File: src/rtl/logit_argmax.sv
// Greedy-decode argmax over a streamed FP16 logit frame, with generation length/stop tracking.
// Optional build macro ARGMAX_TIE_LAST_EN: ties select the highest index instead of the lowest.
module logit_argmax #(
  parameter int VOCAB_SIZE = 76,
  parameter int MAX_GEN    = 4095,
  parameter int STOP_TOKEN = 0
) (
  input  logic                          clk,
  input  logic                          reset_n,
  input  logic                          clear,
  input  logic                          logit_valid,
  input  logic [15:0]                   logit_data,
  input  logic                          logit_last,
  output logic                          logit_ready,
  output logic                          token_valid,
  input  logic                          token_ready,
  output logic [$clog2(VOCAB_SIZE)-1:0] token,
  output logic [15:0]                   token_logit,
  output logic                          length_error,
  output logic [11:0]                   generate_count,
  output logic                          generate_complete
);

  localparam int TW = $clog2(VOCAB_SIZE);
  localparam logic [TW-1:0] LAST_IDX = TW'(VOCAB_SIZE - 1);
  localparam logic [TW-1:0] STOP_IDX = TW'(STOP_TOKEN);
  localparam logic [11:0]   MAX_CNT  = 12'(MAX_GEN);

  typedef enum logic [1:0] {IDLE, ACCUM, EMIT} state_t;

  state_t        state;
  logic [TW-1:0] idx;
  logic [TW-1:0] best_idx;
  logic [15:0]   best_key;
  logic [15:0]   best_logit;

  logic [15:0]   beat_key;
  logic [TW-1:0] beat_idx;
  logic          beat_wins;
  logic          accept;
  logic          at_final;
  logic          frame_end;
  logic [TW-1:0] win_idx;
  logic [15:0]   win_key;
  logic [15:0]   win_logit;
  logic [11:0]   next_count;

  // Monotonic unsigned key: negatives bit-inverted, positives get the sign bit set; NaN sinks to 0.
  function automatic logic [15:0] order_key(input logic [15:0] x);
    if (x[14:10] == 5'h1F && x[9:0] != 10'd0) return 16'h0000;
    else if (x[15])                            return ~x;
    else                                       return x ^ 16'h8000;
  endfunction

  always_comb begin
    beat_key = order_key(logit_data);
    beat_idx = (state == IDLE) ? '0 : idx;
    accept   = logit_valid && logit_ready;
    at_final = (beat_idx == LAST_IDX);
    frame_end = accept && (logit_last || at_final);
`ifdef ARGMAX_TIE_LAST_EN
    beat_wins = (state == IDLE) || (beat_key >= best_key);
`else
    beat_wins = (state == IDLE) || (beat_key > best_key);
`endif
    win_idx   = beat_wins ? beat_idx   : best_idx;
    win_key   = beat_wins ? beat_key   : best_key;
    win_logit = beat_wins ? logit_data : best_logit;
    next_count = (generate_count == MAX_CNT) ? generate_count : generate_count + 12'd1;
  end

  // Frame FSM; clear outranks every other event, and a frame end also captures the token.
  always_ff @(posedge clk) begin
    if (!reset_n) begin
      state             <= IDLE;
      idx               <= '0;
      best_idx          <= '0;
      best_key          <= '0;
      best_logit        <= '0;
      logit_ready       <= 1'b0;
      token_valid       <= 1'b0;
      token             <= '0;
      token_logit       <= '0;
      length_error      <= 1'b0;
      generate_count    <= '0;
      generate_complete <= 1'b0;
    end else if (clear) begin
      state             <= IDLE;
      idx               <= '0;
      logit_ready       <= 1'b1;
      token_valid       <= 1'b0;
      length_error      <= 1'b0;
      generate_count    <= '0;
      generate_complete <= 1'b0;
    end else begin
      case (state)
        IDLE, ACCUM: begin
          if (accept) begin
            best_idx   <= win_idx;
            best_key   <= win_key;
            best_logit <= win_logit;
            idx        <= beat_idx + 1'b1;
            if (frame_end) begin
              state       <= EMIT;
              logit_ready <= 1'b0;
              token_valid <= 1'b1;
              token       <= win_idx;
              token_logit <= win_logit;
              if (logit_last != at_final) length_error <= 1'b1;
            end else begin
              state <= ACCUM;
            end
          end else if (state == IDLE) begin
            logit_ready <= !generate_complete;
          end
        end
        EMIT: begin
          if (token_ready) begin
            state          <= IDLE;
            token_valid    <= 1'b0;
            generate_count <= next_count;
            if (token == STOP_IDX || next_count == MAX_CNT) begin
              generate_complete <= 1'b1;
              logit_ready       <= 1'b0;
            end else begin
              logit_ready <= 1'b1;
            end
          end
        end
        default: state <= IDLE;
      endcase
    end
  end

endmodule

File: config.mk
export PLATFORM = sky130hd
export DESIGN_NAME = logit_argmax
export DESIGN_NICKNAME = d
export VERILOG_FILES = /design/src/rtl/logit_argmax.sv
export SDC_FILE = /design/constraint.sdc
export NUM_CORES = 1
export LEC_CHECK = 0
export ABC_CLOCK_PERIOD_IN_PS = 3650
export CAP_MARGIN = 20
export CORE_MARGIN = 1
export CORE_UTILIZATION = 50
export CTS_CLUSTER_SIZE = 30
export DETAILED_ROUTE_END_ITERATION = 10
export MAX_ROUTING_LAYER = met4
export PLACE_DENSITY_LB_ADDON = 0.25
export SYNTH_ARGS = -nofsm -noshare
export SYNTH_HDL_FRONTEND = slang
export SYNTH_SLANG_ARGS = --single-unit
File: constraint.sdc
create_clock -name clk -period 3.65 [get_ports clk]
set_input_delay 0.73 -clock clk [delete_from_list [all_inputs] [get_ports clk]]
set_output_delay 0.73 -clock clk [all_outputs]
set_load 0.02 [all_outputs]
==> results of run 1 <==
## cells in the mapped netlist (5+ instances only)
cell / count
o21ai_1: 14
o21ai_0: 27
a31oi_1: 5
a21oi_1: 37
nand3_1: 15
mux2i_1: 38
inv_1: 20
nor3_1: 8
nand3b_1: 6
ha_1: 19
nand2_1: 65
a211o_1: 5
dfxtp_1: 87
buf_2: 6
xnor2_1: 16
and4_1: 8
nor2_1: 50
o21a_1: 6
clkbuf_1: 28
a32o_1: 7
nand4_1: 24
and2_1: 5
## stage by stage
stage,area [um^2],worst slack (ns)
5_1_grt,5844,-0.1163
4_1_cts,5613,0.005072
3_3_place_gp,5419,-0.3263
2_1_floorplan,4559,0.08150
3_5_place_dp,5419,-0.4249
6_report,5844,0.07606
## sequential cells by signal, indices dropped and copies added (netlist names)
signal             count
token_valid            1
generate_complete      1
generate_count        12
state                  2
token_logit           16
best_idx               7
token                  7
logit_ready            1
idx                    7
length_error           1
best_logit            16
best_key              16
## final cells by class
| type | instances | area (um^2) | area share |
|---|---|---|---|
| flip-flops and latches | 87 | 1742 | 0.2980 |
| clock buffers | 10 | 137.6 | 0.02355 |
| clock inverters | 6 | 50.05 | 0.008563 |
| repair buffers | 103 | 1041 | 0.1781 |
| well taps | 108 | 135.1 | 0.02312 |
| inverters | 20 | 75.07 | 0.01285 |
| multi-input cells | 405 | 2664 | 0.4558 |
## tightest hold or removal path: stages (launching register included)
cell and delay (ns):
dfxtp_1 0.32, nand2_1 0.05, o21ai_1 0.05
## report_power, final
part           switching, uW  internal (uW)
logic                    175            150
clock network            377            277
registers               15.1            972
total                    567           1400
## what timing repair did
action / in CTS / in global routing
setup endpoints to repair: 23 / 62
resized for setup: 1 / 24
hold buffers: 0 / 0
pin swaps: 0 / 7
gates cloned: 0 / 3
buffers inserted: 0 / 6
## cells in the final DEF (no fill, tap or decap), drive strengths merged, types with 3 or more instances in the layout
cell            n
a211o           5
nand3          15
and2            5
dfxtp          87
clkdlybuf4s50  54
a311oi          3
a31oi           5
and4            8
nand2          65
a211oi          3
nand3b          6
nor2           50
buf            41
a21boi          4
xnor2          16
dlymetal6s2s    5
mux2i          38
ha             19
clkbuf         13
a21oi          37
o21a            6
a32o            7
o21ai          41
nor4            4
inv            24
nand4          24
or3             3
nand2b          3
nor3            8
xor2            4
## worst paths after layout
path | slack (ns) | endpoint | depth (start not counted) | from
worst max-delay path | 0.08 | best_idx[1] | 14 | logit_data[13]
worst min-delay path | 0.46 | best_key[8] | 2 | best_key[8]
worst max register to register | 0.69 | token[0] | 9 | state[0]
worst min register to register | 0.46 | best_key[8] | 2 | best_key[8]
## per-layer routing
| metal | track usage | vias up |
|---|---|---|
| met5 | - | - |
| met4 | 0.08824 | 0 |
| met3 | 0.03094 | 22 |
| met2 | 0.4088 | 99 |
| met1 | 0.3071 | 2066 |
| li1 | - | 2107 |
## kinds of logic after synthesis
logic type               count (synthesis)
flip-flops                              87
XOR/XNOR                                20
multiplexers                            38
AND/OR/NAND/NOR                        206
buffers and inverters                   58
AO/OA/AOI/OAI                          122
adder cells (fa/ha/maj)                 19
==> run summary, run 1 <==
The run finished with clean final reports. The mapped netlist covers 4559 um^2. The post-synthesis mux area share works out to 0.08342. The tools report the clock root buffer as clkbuf_8. The number of antenna diodes in the final layout is 0. Detailed routing placed a total of 5684 um of wire on met2. For the sum of negative setup slack, the log shows 0 ns. Data arrival time of the worst path: 3.83 ns. The total overflow left after global routing is 0. The TritonCTS buffer count was 9; the detail-routed via count per cell was 5.811.

The first routing iteration left 225 violations. Static timing analysis puts the maximum clock frequency at 279.8 MHz. Initial antenna violation count: 0. Across all hold checks on the routed design, the worst slack comes to 0.4561 ns. Detailed placement finished with a half-perimeter wire length of 7739 um. TritonCTS built the clock tree. The detailed router put a total of 5266 um of wire on met1. The run gives 1967 uW as the total power.

Traced cell by cell, the critical path runs through clkdlybuf4s50_1 -> and3_1 -> nand3_2 -> a31oi_4 -> buf_6 -> nand2b_1 -> mux2i_1 -> ha_1 -> nand4_1 -> nor4_2 -> a31oi_1 -> buf_4 -> and3b_2 -> a32o_1. The worst-case IR drop observed on VDD is 173.5 uV. Start-to-end type of the worst setup path: in2reg.

The adder and majority cell fraction of the synthesized area works out to 0.05214. The number of buffers added on ports was 60; the count of nets left with antenna violations after detail routing was 0. The fraction of the mapped netlist area in compound gates works out to 0.1668.

The remaining routing DRC violations is 0, and the synthesized-area fraction occupied by and/or/nand/nor cells is 0.2237. Broken down by cell family, the worst path's largest delay share belongs to simple AND/OR/NAND/NOR gates. The final net count is 667, and the core occupancy in the finished layout is 0.6669. The top routing layer in use is met4. The delay of the slowest cell on the worst path was 0.53 ns. Cell area power density: 336.6 nW/um^2. The number of global-route vias before repair was 4025; the mean area per synthesized cell was 8.290 um^2.

The first global-routing pass estimated 18770 um of wire. Compared with the post-synthesis result, the final layout area differs by 28.18%. The logs give 700 for the count of filler cells inserted in the layout and 591 for the net count after synthesis. Entering global routing, the biggest net connects 39 pins. The logs give 0 for the final setup violation count and 0.2460 for the all-layer global routing usage.

The routed wire length per instance was 15.83 um; the total met3 wirelength after detailed routing was 516 um. The number of maximum-capacitance constraint violations was 0; the total core area was 8763 um^2. The run gives 0.5922 as the remaining max-slew budget at the tightest pin.

Of all cell types, the one taking the most synthesized area is dfxtp_1. The final layout contains routed wiring with a total length of 11700 um. By area the synthesized netlist is led by dfxtp_1, mux2i_1, nand2_1, ha_1, nor2_1. The share of flip-flops with an asynchronous set or reset is 0, and the instance count of the mapped netlist is 550. The buffers plus inverters on the worst setup path was 3. Routability-driven placement finished with a final weighted congestion of 0.8406. The routed layout has 4294 vias. The path class of the tightest hold or removal check is reg2reg. The sequential share of the synthesized area came out at 0.3820.

For the worst-skew pair, the clock arrives at the later sink with an insertion delay of 0.37 ns. The count of final hold-check violations is 0, and the die width is 97.49 um. The pre-antenna-repair detailed-routing pass consisted of 4 iterations. The worst setup path is launched from a primary input.

The transition time at the pin with the least slew margin was 0.6117 ns. Post-synthesis share of cell area spent on xor and xnor gates: 0.03842. The die span in y was 97.49 um.

The number of placed instances, taps included was 714; the effective utilization at floorplan was 0.5203. The die area was 9504 um^2. The number of buffers between clock root and the deepest sink is 2, and the share of the synthesized area in the top cell type is 0.3820.

For this design the static power due to leakage is 0.002289 uW. For this run, the number of Yosys warnings is 0. The fraction of layout cells with a size suffix above 1 came out at 0.1189. The share of the cycle needed by the critical path after routing was 0.9792. The number of sinks handled by clock tree synthesis is 87, and the flop and latch count out of synthesis is 87. The run gives 0 as the final max-slew violation count.

The worst setup path is captured at a flop. The slowest stage of the critical path belongs to the cell nor4_2. In this run, synthesis inferred 0 flip-flops with an integrated enable. STA puts the critical path data required time at 3.91 ns. The final critical-path required period is 3.574 ns. The number of top-level pins is 61, and the final worst clock skew is 0.01711 ns. Of all nets on the critical path, the largest fanout is 12. After clock tree synthesis, the clock-pin slew on the worst setup and hold paths is 0.09 ns. The top flip-flop cell by instance count after synthesis is dfxtp_1.

By area, the combinational part of the netlist is dominated by simple AND/OR/NAND/NOR gates. The clock tree synthesis step divided the H-tree into 3 levels. Row generation in the floorplan step produced 34 rows. The run gives 50 as the distinct cell type count after synthesis. The finished layout holds 739 standard cells, fillers aside.
(Power assumes the default switching activity.)
==> run 2: changes to the inputs <==
Settings changed: ABC_CLOCK_PERIOD_IN_PS 3650 to 2970, CORE_UTILIZATION 50 to 30.
Clock period 3.65 ns to 2.97 ns, I/O delays scaled along.
==> run summary, run 2 (synthesis results as in run 1) <==
For the number of sinks handled by clock tree synthesis, the log shows 87 (unchanged). The register-to-register setup slack is 0.29 ns (-0.40 ns). The transition time at the pin with the least slew margin is 0.4108 ns (-0.2009 ns). The share of the cycle needed by the critical path after routing came out at 1.034.

The run gives -0.1016 ns (-0.1777 ns) as the worst-case setup margin in the final layout. The total half-perimeter wirelength after legalization and detailed placement is 8174 um (+5.6%), and the clock-pin slew on the worst setup and hold paths is 0.06 ns (-0.03 ns). For the total congestion overflow, the log shows 0 (unchanged). For the total power, the log shows 2790 uW (+42%). The routed wire length per instance works out to 15.51 um (-2.0%).

The detail-routed via count per cell came out at 5.232 (-10%). The first-pass GRT wire length is 20930 um (+12%). In the layout the commonest cells are dfxtp_1, nand2_1, buf_4. The critical path is of the in2reg type. The number of buffers added to fix hold violations after cts is 0 (unchanged). The remaining routing DRC violations was 5 (+5).

The all-layer global routing usage came out at 0.1718 (-0.07425). The endpoint type of the worst setup path is a flop. The die area came out at 15700 um^2 (+65%). Critical register-to-register path endpoint: token_logit[3]. The critical path starts at logit_data[13].

The later-pin clock latency in the skew report was 0.35 ns (-0.02 ns); the number of global-route vias before repair was 4300 (+6.8%). The run finished, with violations left. The run gives 0.3102 (-0.2101) as the effective utilization at floorplan.

The TritonCTS buffer count was 9 (unchanged); the sum of negative setup slack was -3.380 ns (-3.380 ns). Final net count: 694 (+4.0%). The worst slack at placement was -0.8457 ns (-0.4209 ns). Worst hold path class: reg2reg. For the total core area, the log shows 14700 um^2 (+68%). The tools report the pin count of the biggest net entering global routing as 45 (+15%). The number of top-level pins came out at 61 (unchanged). The final max-slew violation count was 0 (unchanged).

The number of buffers added on ports is 60 (unchanged). In this run the worst setup path terminates at token_logit[13]. The final worst clock skew was 0.005876 ns (-0.01124 ns). Antenna cell count: 0 (unchanged).

The count of cells along the worst register-to-register path was 10 (+1); the total number of vias was 4395 (+2.4%). For the last weighted congestion value of the routability-driven placer, the log shows 0.8169 (-2.8%). After layout, the minimum clock period comes to 3.072 ns. The area growth from synthesis to layout is 45.39%, and the number of detailed-routing iterations run before antenna repair is 8 (+4). The total wire length is 13030 um (+11%). The run gives 176 (-22%) as the initial detailed-routing violation count. The element type at the critical path start is a primary input. The logs give 3.20 ns (-0.71 ns) for the data required time of the worst path and 44 (+29%) for the number of cell rows.

The tools report the initial antenna violation count as 0 (unchanged). The startpoint identified for the worst register-to-register timing path is state[1]. The tools report the count of nets left with antenna violations after detail routing as 0 (unchanged). The tools report the leakage dissipation as 0.002561 uW (+12%).

The number of H-tree levels came out at 3 (unchanged). TritonCTS built the clock tree. For the final setup violation count, the log shows 53 (+53). The biggest fanout along the worst timing path was 8 (-4).

The data arrival time of the worst path came out at 3.30 ns (-0.53 ns). The core occupancy in the finished layout is 0.4510 (-0.2159), and the number of maximum-capacitance constraint violations is 0 (unchanged). The cell area power density is 420.9 nW/um^2 (+25%), and the count of final hold-check violations is 0 (unchanged). The smallest hold slack is 0.4504 ns (-0.005690 ns), and the remaining max-slew budget at the tightest pin is 0.7262 (+0.1339). Setup repair after global routing could not meet its margin everywhere. The clock root buffer was clkbuf_16. The die width works out to 125.3 um (+29%).

The final reports fail on DRC, setup timing. Fraction of layout cells with a size suffix above 1: 0.2393 (+0.1205). The fmax was 325.6 MHz. The number of buffers between clock root and the deepest sink is 2 (unchanged). The largest registers in the layout are best_key (16), best_logit (16), token_logit (16). The maximum resistive drop on vdd is 277.5 uV (+60%). Leading cell type in the layout, fill and taps excluded: dfxtp_1. The die span in y works out to 125.3 um (+29%).
[run 2: how the worst min path moves through the flow]
stage                 startpoint           end  slack (ns)  cells past startpoint
floorplan           best_key[10]  best_key[10]        0.43                      2
global placement     best_key[7]   best_key[7]        0.44                      2
detailed placement   best_key[9]   best_key[9]        0.44                      2
CTS                  best_key[6]   best_key[6]        0.45                      2
global route         best_key[8]   best_key[8]        0.46                      2
finish               best_key[8]   best_key[8]        0.45                      2
[run 2: report_power, final]
| group | internal, uW | switching, uW | leakage, uW | total, uW |
|---|---|---|---|---|
| clock | 603 | 457 | 0.000132 | 1060 |
| combinational | 257 | 260 | 0.00172 | 516 |
| sequential | 1200 | 17.7 | 0.000705 | 1210 |
| total | 2060 | 735 | 0.00256 | 2790 |
[run 2: metal layers]
metal / part of all wire / track usage / vias up
li1: - / - / 2163
met1: 0.45 / 0.2017 / 2105
met2: 0.50 / 0.2829 / 105
met3: 0.041 / 0.04108 / 22
met4: 0.017 / 0.06671 / 0
met5: 0 / - / -
[run 2: critical path, cell delays in order]
cell	delay, ns
buf_2	0.09
and3_4	0.18
nand3_4	0.09
a31oi_4	0.24
buf_6	0.20
nor2_2	0.06
ha_1	0.30
nand4_1	0.15
buf_4	0.16
a2111o_1	0.34
a32oi_2	0.26
buf_6	0.20
buf_12	0.14
mux2i_1	0.20
a21oi_1	0.08
[run 2: repair_timing]
| item | 4_1_cts | 5_1_grt |
|---|---|---|
| gates cloned | 6 | 2 |
| pin swaps | 24 | 37 |
| resized for setup | 84 | 65 |
| setup endpoints to repair | 62 | 60 |
| setup buffers | 12 | 6 |
[run 2: area by class of cell]
cell class                      instances  area, um^2
Timing Repair Buffer                  130        1324
Clock inverter                          1       5.005
Clock buffer                           13       260.3
Inverter                               20       75.07
Fill cell                            1365        8070
Tap cell                              184       230.2
Sequential cell                        87        1742
Multi-Input combinational cell        405        2993
[run 2: metrics by stage]
step	cell area, um^2	cells
floorplan	4647	550
CTS	6279	833
detailed placement	5650	801
global route	6629	840
finish	6629	840
global placement	5650	801
